[config.mk]
export PLATFORM = sky130hd
export DESIGN_NAME = cla_addsub_serial
export DESIGN_NICKNAME = d
export VERILOG_FILES = /design/src/rtl/cla_addsub_serial.sv
export SDC_FILE = /design/constraint.sdc
export NUM_CORES = 1
export LEC_CHECK = 0
export BUFFER_PORTS_ARGS = -buffer_cell sky130_fd_sc_hd__buf_2
export CAP_MARGIN = 20
export CORE_MARGIN = 2
export CORE_UTILIZATION = 42
export CTS_CLUSTER_DIAMETER = 200
export CTS_CLUSTER_SIZE = 12
export DETAILED_ROUTE_END_ITERATION = 8
export SETUP_SLACK_MARGIN = 0.15
export SLEW_MARGIN = 20
export SYNTH_ARGS = -nofsm -noshare
export SYNTH_HDL_FRONTEND = slang
export SYNTH_SLANG_ARGS = --single-unit
[constraint.sdc]
create_clock -name clk -period 2.7 [get_ports clk]
set_clock_uncertainty 0.2 [all_clocks]
set_input_delay 0.54 -clock clk [delete_from_list [all_inputs] [get_ports clk]]
set_output_delay 0.54 -clock clk [all_outputs]
set_load 0.05 [all_outputs]
[src/rtl/cla_addsub_serial.sv]
// ============================================================================
// cla_addsub_serial
// ----------------------------------------------------------------------------
// Nibble-serial adder/subtractor. One 4-bit carry-lookahead slice is reused
// over NIB clock cycles, least significant nibble first. A running carry
// register links consecutive nibbles. Subtraction is done as
// A + ~B + ~borrow_in, and the final carry is inverted to report a borrow.
//
// Ports
//   clk    in   1     single clock, rising edge
//   rst    in   1     synchronous active-high reset
//   start  in   1     begin an operation (accepted in IDLE or DONE only)
//   sub    in   1     0 = add, 1 = subtract
//   a      in   W     operand A
//   b      in   W     operand B
//   cin    in   1     carry-in (add) / borrow-in (subtract)
//   s      out  W     registered result, updated when DONE is entered
//   cout   out  1     carry-out (add) / borrow-out (subtract)
//   ovf    out  1     two's-complement signed overflow
//   busy   out  1     high while nibbles are being processed (RUN)
//   done   out  1     one-cycle pulse, result valid (DONE)
//
// Timing (NIB = 4): start sampled at edge E0, nibbles 0..3 processed at
// E1..E4, DONE entered at E4, done high for the cycle after E4.
// ============================================================================
module cla_addsub_serial #(
    parameter  int NIB = 4,
    localparam int W   = 4 * NIB
) (
    input  logic         clk,
    input  logic         rst,
    input  logic         start,
    input  logic         sub,
    input  logic [W-1:0] a,
    input  logic [W-1:0] b,
    input  logic         cin,
    output logic [W-1:0] s,
    output logic         cout,
    output logic         ovf,
    output logic         busy,
    output logic         done
);

    // Width of the nibble index; at least one bit even when NIB = 1.
    localparam int KW = (NIB > 1) ? $clog2(NIB) : 1;
    localparam logic [KW-1:0] K_LAST = KW'(NIB - 1);

    typedef enum logic [1:0] {
        IDLE = 2'd0,
        RUN  = 2'd1,
        DONE = 2'd2
    } state_t;

    // ------------------------------------------------------------------
    // State
    // ------------------------------------------------------------------
    state_t          state_q, state_d;
    logic [KW-1:0]   k_q,     k_d;
    logic [W-1:0]    a_q,     a_d;      // latched operand A
    logic [W-1:0]    b_q,     b_d;      // latched B' (already inverted for sub)
    logic            carry_q, carry_d;  // running carry between nibbles
    logic            sub_q,   sub_d;    // operation mode of the current op
    logic [W-1:0]    acc_q,   acc_d;    // partial sum nibbles
    logic [W-1:0]    s_q,     s_d;
    logic            cout_q,  cout_d;
    logic            ovf_q,   ovf_d;

    // ------------------------------------------------------------------
    // 4-bit carry-lookahead slice on nibble k
    // ------------------------------------------------------------------
    logic [KW+1:0] nib_base;
    logic [3:0]    a_nib;
    logic [3:0]    b_nib;
    logic [3:0]    g;
    logic [3:0]    p;
    logic [4:0]    c;
    logic [3:0]    sum_nib;
    logic          last_nib;

    assign nib_base = {k_q, 2'b00};
    assign a_nib    = a_q[nib_base +: 4];
    assign b_nib    = b_q[nib_base +: 4];

    genvar gi;
    generate
        for (gi = 0; gi < 4; gi++) begin : g_gp
            assign g[gi] = a_nib[gi] & b_nib[gi];
            assign p[gi] = a_nib[gi] ^ b_nib[gi];
        end
    endgenerate

    // Every carry is a flat sum-of-products of g, p and the incoming carry,
    // so no carry depends on another carry inside the slice.
    assign c[0] = carry_q;
    assign c[1] = g[0]
                | (p[0] & c[0]);
    assign c[2] = g[1]
                | (p[1] & g[0])
                | (p[1] & p[0] & c[0]);
    assign c[3] = g[2]
                | (p[2] & g[1])
                | (p[2] & p[1] & g[0])
                | (p[2] & p[1] & p[0] & c[0]);
    assign c[4] = g[3]
                | (p[3] & g[2])
                | (p[3] & p[2] & g[1])
                | (p[3] & p[2] & p[1] & g[0])
                | (p[3] & p[2] & p[1] & p[0] & c[0]);

    assign sum_nib  = p ^ c[3:0];
    assign last_nib = (k_q == K_LAST);

    // ------------------------------------------------------------------
    // Next-state logic
    // ------------------------------------------------------------------
    always_comb begin
        state_d = state_q;
        k_d     = k_q;
        a_d     = a_q;
        b_d     = b_q;
        carry_d = carry_q;
        sub_d   = sub_q;
        acc_d   = acc_q;
        s_d     = s_q;
        cout_d  = cout_q;
        ovf_d   = ovf_q;

        case (state_q)
            IDLE, DONE: begin
                if (start) begin
                    a_d     = a;
                    b_d     = sub ? ~b : b;
                    carry_d = sub ? ~cin : cin;
                    sub_d   = sub;
                    k_d     = '0;
                    state_d = RUN;
                end else begin
                    state_d = IDLE;
                end
            end

            RUN: begin
                acc_d[nib_base +: 4] = sum_nib;
                carry_d              = c[4];
                if (last_nib) begin
                    k_d     = '0;
                    state_d = DONE;
                    // Result registers take the completed sum, including the
                    // nibble being produced in this very cycle.
                    s_d              = acc_q;
                    s_d[nib_base +: 4] = sum_nib;
                    cout_d           = sub_q ? ~c[4] : c[4];
                    // In the top nibble, c[3] is the carry into the MSB and
                    // c[4] the carry out of it.
                    ovf_d            = c[3] ^ c[4];
                end else begin
                    k_d = k_q + KW'(1);
                end
            end

            default: begin
                state_d = IDLE;
            end
        endcase
    end

    // ------------------------------------------------------------------
    // Registers
    // ------------------------------------------------------------------
    always_ff @(posedge clk) begin
        if (rst) begin
            state_q <= IDLE;
            k_q     <= '0;
            a_q     <= '0;
            b_q     <= '0;
            carry_q <= 1'b0;
            sub_q   <= 1'b0;
            acc_q   <= '0;
            s_q     <= '0;
            cout_q  <= 1'b0;
            ovf_q   <= 1'b0;
        end else begin
            state_q <= state_d;
            k_q     <= k_d;
            a_q     <= a_d;
            b_q     <= b_d;
            carry_q <= carry_d;
            sub_q   <= sub_d;
            acc_q   <= acc_d;
            s_q     <= s_d;
            cout_q  <= cout_d;
            ovf_q   <= ovf_d;
        end
    end

    // ------------------------------------------------------------------
    // Outputs
    // ------------------------------------------------------------------
    assign s    = s_q;
    assign cout = cout_q;
    assign ovf  = ovf_q;
    assign busy = (state_q == RUN);
    assign done = (state_q == DONE);

endmodule

==> results of run 1 <==
==> where the power goes <==
| group | internal, mW | leakage, nW | switching, mW |
|---|---|---|---|
| Combinational | 0.200 | 0.909 | 0.250 |
| Clock | 0.654 | 0.131 | 0.403 |
| Sequential | 1.12 | 0.590 | 0.0347 |
| Total | 1.97 | 1.63 | 0.687 |
==> metrics by stage <==
| stage | worst slack (ns) | cell area (um^2) | power, mW | hold slack, ns |
|---|---|---|---|---|
| after global routing | 0.1328 | 4172 | 2.780 | 0.2185 |
| final | 0.1963 | 4172 | 2.662 | 0.2312 |
| after floorplan | 0.1647 | 3382 | 1.464 | 0.2331 |
| after CTS | 0.1620 | 4043 | 2.644 | 0.2146 |
| after detailed placement | 0.1238 | 3750 | 1.577 | 0.2476 |
| after global placement | 0.1783 | 3750 | 1.570 | 0.2463 |
==> logic make-up after synthesis <==
logic type	Yosys count	share of synthesized area
buf+inv	34	0.04173
flops	72	0.4292
fa+ha+maj	12	0.04694
simple gates	113	0.1624
mux	9	0.05663
xor+xnor	19	0.05179
compound gates	108	0.2113
==> worst reg2reg max path: cells and delay by family, from the launching register on <==
| kind | cells | cell delay (ns) |
|---|---|---|
| multiplexers | 1 | 0.54 |
| AND/OR/NAND/NOR | 2 | 0.48 |
| flip-flops | 1 | 0.36 |
| AO/OA/AOI/OAI | 2 | 0.34 |
| adder cells (fa/ha/maj) | 1 | 0.32 |
| buffers and inverters | 1 | 0.16 |
==> registers in the layout, indices dropped and copies added (netlist names) <==
| register | count |
|---|---|
| a_q | 16 |
| acc_q | 16 |
| b_q | 16 |
| carry_q | 1 |
| cout | 1 |
| k_q | 2 |
| ovf | 1 |
| s | 16 |
| state_q | 2 |
| sub_q | 1 |
==> worst min path at each step <==
stage	cells after the start	start	to
2_1_floorplan	2	a_q[10]	a_q[10]
3_3_place_gp	2	a_q[1]	a_q[1]
3_5_place_dp	2	a_q[3]	a_q[3]
4_1_cts	3	a[6]	a_q[6]
5_1_grt	3	a[7]	a_q[7]
6_report	3	a[6]	a_q[6]
==> synth_stat cells, types with 2 or more instances <==
cell type,instances,share of area
ha_1,11,0.041
buf_1,2,0.0022
dfxtp_1,72,0.43
nor2b_1,9,0.017
clkbuf_1,18,0.020
a211oi_1,32,0.072
o21ai_0,9,0.013
nand3_1,3,0.0045
xnor2_1,16,0.042
a22oi_2,2,0.0075
a21oi_1,42,0.063
nor2_1,38,0.042
a31o_1,3,0.0078
xor2_1,2,0.0052
nand2b_1,2,0.0037
mux4_2,8,0.054
nand2_1,46,0.051
nand3b_1,4,0.0089
a22oi_1,4,0.0089
a31oi_1,3,0.0056
a211oi_2,2,0.0075
buf_2,7,0.010
nor3_2,2,0.0060
a31o_2,5,0.013
a32oi_1,2,0.0052
inv_1,5,0.0056
==> per-layer routing <==
layer	GRT usage	up-vias	wire, um
met5	0	-	0
met4	0.07475	0	128
met3	0.03868	12	340
met2	0.2848	57	3549
met1	0.2361	1274	3603
li1	-	1418	-
==> repair_timing <==
item                                   4_1_cts  5_1_grt
setup buffers                                4        3
gates resized for setup                      1       15
setup endpoints to repair                   12       17
pin swaps                                    1        5
endpoints found under the hold margin        0        0
==> area by class of cell <==
cell class | count | area (um^2)
multi-input cells | 261 | 1884
flip-flops and latches | 72 | 1445
inverters | 6 | 22.52
well taps | 102 | 127.6
clock inverters | 3 | 68.82
repair buffers | 73 | 432.9
fillers | 730 | 3556
clock buffers | 13 | 190.2
==> results.yml, run 1 <==
critical_path:
  critPathArrivalTime_ns: 2.53
  cpLargestDelayFamily: "multiplexers"
  rr_startpoint: "k_q[0]"
  critPathRequiredTime_ns: 2.73
  critPathKind: "flip-flop to flip-flop"
  r2r_setup_slack_ns: 0.20
  crit_path_max_incr_delay_ns: 0.54
  path_max_fanout: 4
  rr_endpoint: "acc_q[2]"
  cp-end-kind: "flip-flop"
  path_buf_inv: 1
  path_depth: 7
  path_cells: "clkbuf_4 -> mux4_2 -> ha_4 -> nor2_1 -> or3b_4 -> a32oi_1 -> a21oi_1"
  startpoint: "k_q[0]"
  cp-endpoint: "acc_q[2]"
  start_kind: "flip-flop"
  rr_worst_depth: 7
  cp_slowest_cell: "mux4_2"
route:
  wl_per_cell_um: 14.38
  vias_per_cell: 5.209
  first_pass_iters: 4
  ant_nets: 0
  drt_first_iter_violations: 89
  via_count: 2761
  wirelength_mm: 7.622
  drc: 0
timing:
  rsz0062_at_grt: "true"
  slew_viol_final: 0
  period_share: 0.9273
  setup_viol: 0
  finalCriticalPeriod_ns: 2.504
  worstMarginPinSlew_ns: 0.6742
  slew-limit-headroom: 0.5505
  finalHoldViolCount: 0
  tns_ns: 0
  fmax_mhz: 399.4
placed_design:
  port_buffers: 56
  hpwl_mm: 5.293
  gp_routability_congestion: 0.8228
  dpl.cell_count: 507
synth:
  ys_ff_latch: 72
  synth_area_um2: 3358
  synth_cell_type_count: 44
  synth_edf_count: 0
  syn_inst: 367
  syn_area_per_cell_um2: 9.150
  ys.flop_type: "dfxtp_1"
  synthesis.nets: 416
  async_flop_share: 0
  ys_seq_area_frac: 0.4292
  synth_warnings: 0
cts:
  cts.sinks: 72
  cts_hold_buf: 0
  root_buffer: "clkbuf_8"
  clk_pin_slew_ns: 0.08
  cts_buffers: 9
  cts_tree: "yes"
  htree_levels: 3
  max-clock-path-buffers: 2
  insertion_delay_ns: 0.34
grt:
  track_usage: 0.1794
  grt_pass1_wl_mm: 12.30
  grt_overflow: 0
  antenna_found_initial: 0
  grt_pass1_vias: 2538
  grt_max_degree: 40
cells_and_area:
  fin_util: 0.5398
  layout_common_cells: "71 x dfxtp_1, 56 x buf_2, 46 x nand2_1, 40 x a21oi_1, 38 x nor2_1"
  diodes: 0
  num-nets-final: 472
  drive_gt1_frac: 0.2967
  area_growth_syn_to_layout_pct: 24.22
  final_cells: 530
  final_common_cell: "dfxtp_1"
floorplan:
  die_area_um2: 8727
  start_util: 0.4346
  rows: 32
  io_pins: 57
  die_y_um: 93.42
  core_um2: 7727
  fp.dieW_um: 93.42
run_status:
  status: "complete, no violations"
power:
  vdd_drop_max_mv: 0.3290
  leakage_nw: 1.630
  p_per_area_nw_per_um2: 638.2
worst_hold_path:
  hold_class: "primary input to flip-flop"
flow_run:
  max_cap_viol_count: 0
(Power assumes the default switching activity.)
==> run 2, diff against run 1 <==
--- a/config.mk
+++ b/config.mk
@@ -12,6 +12,7 @@
 export CTS_CLUSTER_DIAMETER = 200
 export CTS_CLUSTER_SIZE = 12
 export DETAILED_ROUTE_END_ITERATION = 8
+export RECOVER_POWER = 25
 export SETUP_SLACK_MARGIN = 0.15
 export SLEW_MARGIN = 20
 export SYNTH_ARGS = -nofsm -noshare
==> run 2 against run 1 <==
Register-to-register slack hardly changed. Sequential cell count stayed put. Hold slack barely moved. Via count about the same. Setup slack is essentially flat. Sequential power hardly changed. Highest routed layer unchanged.
==> results.yml, run 2 (synthesis results as in run 1) <==
route:
  drc: 0
  ant_nets: 0
  wl_per_cell_um: 14.41
  drt_first_iter_violations: 94
  via_count: 2762
  wirelength_mm: 7.639
  first_pass_iters: 4
  vias_per_cell: 5.211
cts:
  cts.sinks: 72
  clk_pin_slew_ns: 0.08
  cts_buffers: 9
  cts_hold_buf: 0
  root_buffer: "clkbuf_8"
  cts_tree: "yes"
  insertion_delay_ns: 0.34
  htree_levels: 3
  max-clock-path-buffers: 2
timing:
  period_share: 0.9271
  worstMarginPinSlew_ns: 0.9280
  rsz0062_at_grt: "true"
  setup_viol: 0
  finalCriticalPeriod_ns: 2.503
  slew_viol_final: 0
  finalHoldViolCount: 0
  slew-limit-headroom: 0.3813
  tns_ns: 0
  fin_ws_ns: 0.1968
  fmax_mhz: 399.5
cells_and_area:
  layout_common_cells: "71 x dfxtp_1, 51 x buf_2, 46 x nand2_1, 40 x a21oi_1, 38 x nor2_1"
  fin_util: 0.5381
  fillers: 730
  final_cells: 530
  drive_gt1_frac: 0.2827
  seq_area_um2: 1445
  diodes: 0
  area_growth_syn_to_layout_pct: 23.81
  multi_input_area_um2: 1884
  final_common_cell: "dfxtp_1"
  num-nets-final: 472
floorplan:
  die_area_um2: 8727
  die_y_um: 93.42
  core_um2: 7727
  start_util: 0.4346
  io_pins: 57
  fp.dieW_um: 93.42
  rows: 32
power:
  p_int_mw: 1.972
  combPwrFrac: 0.168
  switching_share: 0.2582
  pwr-share-seq: 0.434
  clkPwrFrac: 0.398
  vdd_drop_max_mv: 0.3291
  leakage_nw: 1.615
  p_total_mw: 2.659
  power_switching_mw: 0.6866
  p_per_area_nw_per_um2: 639.5
grt:
  grt_overflow: 0
  grt_pass1_wl_mm: 12.30
  grt_max_degree: 40
  track_usage: 0.1794
  grt_pass1_vias: 2538
  antenna_found_initial: 0
critical_path:
  critPathArrivalTime_ns: 2.53
  start_kind: "flip-flop"
  critPathKind: "flip-flop to flip-flop"
  path_max_fanout: 4
  cp-end-kind: "flip-flop"
  critPathRequiredTime_ns: 2.73
flow_run:
  max_cap_viol_count: 0
placed_design:
  gp_routability_congestion: 0.8228
  post-place-ws_ns: 0.1238
  dpl.cell_count: 507
  port_buffers: 56
  hpwl_mm: 5.293
worst_hold_path:
  hold_class: "primary input to flip-flop"
run_status:
  status: "complete, no violations"
==> run 2: path summary, 6_finish.rpt <==
kind         startpoint  endpoint  slack (ns)  cells after the start
min                a[6]    a_q[6]        0.23                      3
max              k_q[0]  acc_q[2]        0.20                      7
min reg2reg      a_q[8]    a_q[8]        0.26                      2
max reg2reg      k_q[0]  acc_q[2]        0.20                      7
==> run 2: power groups by stage <==
stage	logic (mW)	clock network [mW]	registers [mW]
after detailed placement	0.392	0	1.18
after global routing	0.491	1.12	1.16
after floorplan	0.293	0	1.17
final	0.447	1.06	1.15
after global placement	0.386	0	1.18
after CTS	0.406	1.08	1.16
==> run 2: cell type report <==
class                      count  share of cell area
clock inverter                 3             0.01655
clock buffer                  13             0.04574
inverter                       6            0.005417
timing repair buffer          73              0.1008
sequential                    72              0.3476
tap                          102             0.03070
multi-input combinational    261              0.4532
==> run 2: worst max-delay path, cell delays in order, from the launching register on <==
cell	delay, ns
dfxtp_4	0.36
clkbuf_4	0.16
mux4_2	0.54
ha_4	0.32
nor2_1	0.07
or3b_4	0.41
a32oi_1	0.24
a21oi_1	0.10
==> run 2: routing by layer <==
| layer | vias up | GRT usage | routed length [um] | part of all wire |
|---|---|---|---|---|
| li1 | 1418 | - | - | - |
| met2 | 57 | 0.2848 | 3551 | 0.46 |
| met5 | - | 0 | 0 | 0 |
| met1 | 1275 | 0.2361 | 3615 | 0.47 |
| met4 | 0 | 0.07475 | 128 | 0.017 |
| met3 | 12 | 0.03868 | 343 | 0.045 |
==> run 2: timing repair <==
| item | CTS | global route |
|---|---|---|
| endpoints found under the setup margin | 12 | 17 |
| pin swaps | 1 | 5 |
| setup buffers | 4 | 3 |
| gates resized for setup | 1 | 15 |
==> run 2: per-stage QoR <==
step / hold WS, ns / cell area (um^2)
floorplan: 0.2331 / 3382
detailed placement: 0.2476 / 3750
finish: 0.2311 / 4158
global route: 0.2185 / 4158
global placement: 0.2463 / 3750
CTS: 0.2146 / 4043
==> run 3, diff against run 2 <==
==> constraint.sdc (replaced) <==
create_clock -name clk -period 2.1 [get_ports clk]
set_clock_uncertainty 0.2 [all_clocks]
set_input_delay 0.42 -clock clk [delete_from_list [all_inputs] [get_ports clk]]
set_output_delay 0.42 -clock clk [all_outputs]
set_load 0.05 [all_outputs]
==> run 3 against run 2 <==
Core utilization grew 4.7 points. The run now ends with negative setup slack left. Sequential cell count is the same. Largest power group unchanged. Final cell count grew 5.7%. Final area grew 8.8%.
==> results.yml, run 3 (synthesis results as in run 1) <==
cts:
  cts.sinks: 72
  root_buffer: "clkbuf_8"
  insertion_delay_ns: 0.35
  htree_levels: 3
  cts_buffers: 9
  clk_pin_slew_ns: 0.07
  cts_tree: "yes"
  max-clock-path-buffers: 2
power:
  p_total_mw: 3.241
  vdd_drop_max_mv: 0.3377
  leakage_nw: 1.779
  p_per_area_nw_per_um2: 716.6
route:
  first_pass_iters: 4
  via_count: 2893
  ant_nets: 0
  drt_first_iter_violations: 75
  wl_per_cell_um: 14.32
  wirelength_mm: 8.018
  vias_per_cell: 5.166
  drc: 0
critical_path:
  critPathArrivalTime_ns: 2.49
  path_max_fanout: 8
  crit_path_max_incr_delay_ns: 0.38
  cpLargestDelayFamily: "buffers and inverters"
  start_kind: "flip-flop"
  critPathRequiredTime_ns: 2.14
  critPathKind: "flip-flop to flip-flop"
  cp-end-kind: "flip-flop"
  path_buf_inv: 4
  cp_slowest_cell: "dfxtp_4"
  path_cells: "buf_6 -> buf_6 -> mux4_2 -> buf_4 -> ha_1 -> a21oi_4 -> o21ai_4 -> xnor2_2 -> buf_4 -> a31o_2"
grt:
  grt_pass1_vias: 2843
  grt_overflow: 0
  grt_max_degree: 37
  antenna_found_initial: 0
  track_usage: 0.1961
  grt_pass1_wl_mm: 13.56
cells_and_area:
  layout_common_cells: "70 x dfxtp_1, 55 x buf_2, 45 x nand2_1, 37 x nor2_1, 37 x buf_4"
  final_common_cell: "dfxtp_1"
  diodes: 0
  num-nets-final: 502
  area_growth_syn_to_layout_pct: 34.69
  drive_gt1_frac: 0.3996
  final_cells: 560
  design_area_um2: 4523
placed_design:
  port_buffers: 56
  dpl.cell_count: 532
  gp_routability_congestion: 0.7757
  hpwl_mm: 5.716
  place_area_um2: 3979
timing:
  tns_ns: -9.809
  worstMarginPinSlew_ns: 0.6357
  fin_ws_ns: -0.3552
  rsz0062_at_grt: "true"
  finalCriticalPeriod_ns: 2.455
  period_share: 1.169
  slew_viol_final: 0
  worst_hold_slack_ns: 0.1078
  fmax_mhz: 407.3
  setup_viol: 35
  slew-limit-headroom: 0.5762
  finalHoldViolCount: 0
floorplan:
  rows: 32
  core_um2: 7727
  die_y_um: 93.42
  io_pins: 57
  start_util: 0.4346
  die_area_um2: 8727
  fp.dieW_um: 93.42
run_status:
  status: "finished, violations left"
  violations: "negative setup slack"
flow_run:
  max_cap_viol_count: 0
worst_hold_path:
  hold_class: "primary input to flip-flop"
run 3: cell count changes in the layout (fill, tap and decap cells not counted), moves of 2 or more:
cell and change:
a21oi_1 -4, buf_2 +4, clkbuf_1 -2, a21oi_4 +5
buf_4 +23, a211oi_1 -13, a22oi_2 +2, a211oi_2 +12
a22oi_1 -2, buf_6 +7, bufinv_16 -2
run 3: power by group:
group | total (mW) | switching [mW] | internal [mW]
Sequential | 1.49 | 0.0478 | 1.44
Clock | 1.04 | 0.514 | 0.526
Combinational | 0.713 | 0.375 | 0.338
Total | 3.24 | 0.937 | 2.30
run 3: repair_timing:
action | 4_1_cts | 5_1_grt
gates resized for setup | 30 | 21
setup buffers | 8 | 4
endpoints found under the setup margin | 36 | 36
pin swaps | 17 | 12
hold buffers | 0 | 0
run 3: area by class of cell:
cell class / instances / area [um^2]
well taps: 102 / 127.6
repair buffers: 103 / 668.1
clock inverters: 2 / 12.51
flip-flops and latches: 72 / 1446
multi-input cells: 261 / 2073
fillers: 699 / 3204
inverters: 6 / 22.52
clock buffers: 14 / 172.7
run 3: through the flow:
stage / setup WS (ns) / utilization
final: -0.3552 / 0.5853
after global routing: -0.4372 / 0.5853
after CTS: -0.3505 / 0.5678
after detailed placement: -0.4203 / 0.5149
after global placement: -0.3443 / 0.5149
after floorplan: -0.3840 / -
run 3: worst paths after layout:
kind | from | endpoint | slack, ns | depth (start not counted)
setup reg to reg | k_q[0] | s[11] | -0.36 | 10
hold reg to reg | a_q[12] | a_q[12] | 0.25 | 2
setup / recovery | k_q[0] | s[11] | -0.36 | 10
hold / removal | a[13] | a_q[13] | 0.11 | 3
run 3: metal layers:
| layer | wire [um] | vias up | track usage | part of all wire |
|---|---|---|---|---|
| li1 | - | 1470 | - | - |
| met1 | 3676 | 1347 | 0.2486 | 0.46 |
| met2 | 3895 | 65 | 0.3309 | 0.49 |
| met3 | 310 | 11 | 0.03465 | 0.039 |
| met4 | 136 | 0 | 0.07598 | 0.017 |
| met5 | 0 | - | 0 | 0 |
run 3: tightest hold or removal path, cell delays in order:
cell and delay [ns]:
buf_2 0.09, nand2_1 0.05, a21oi_1 0.05
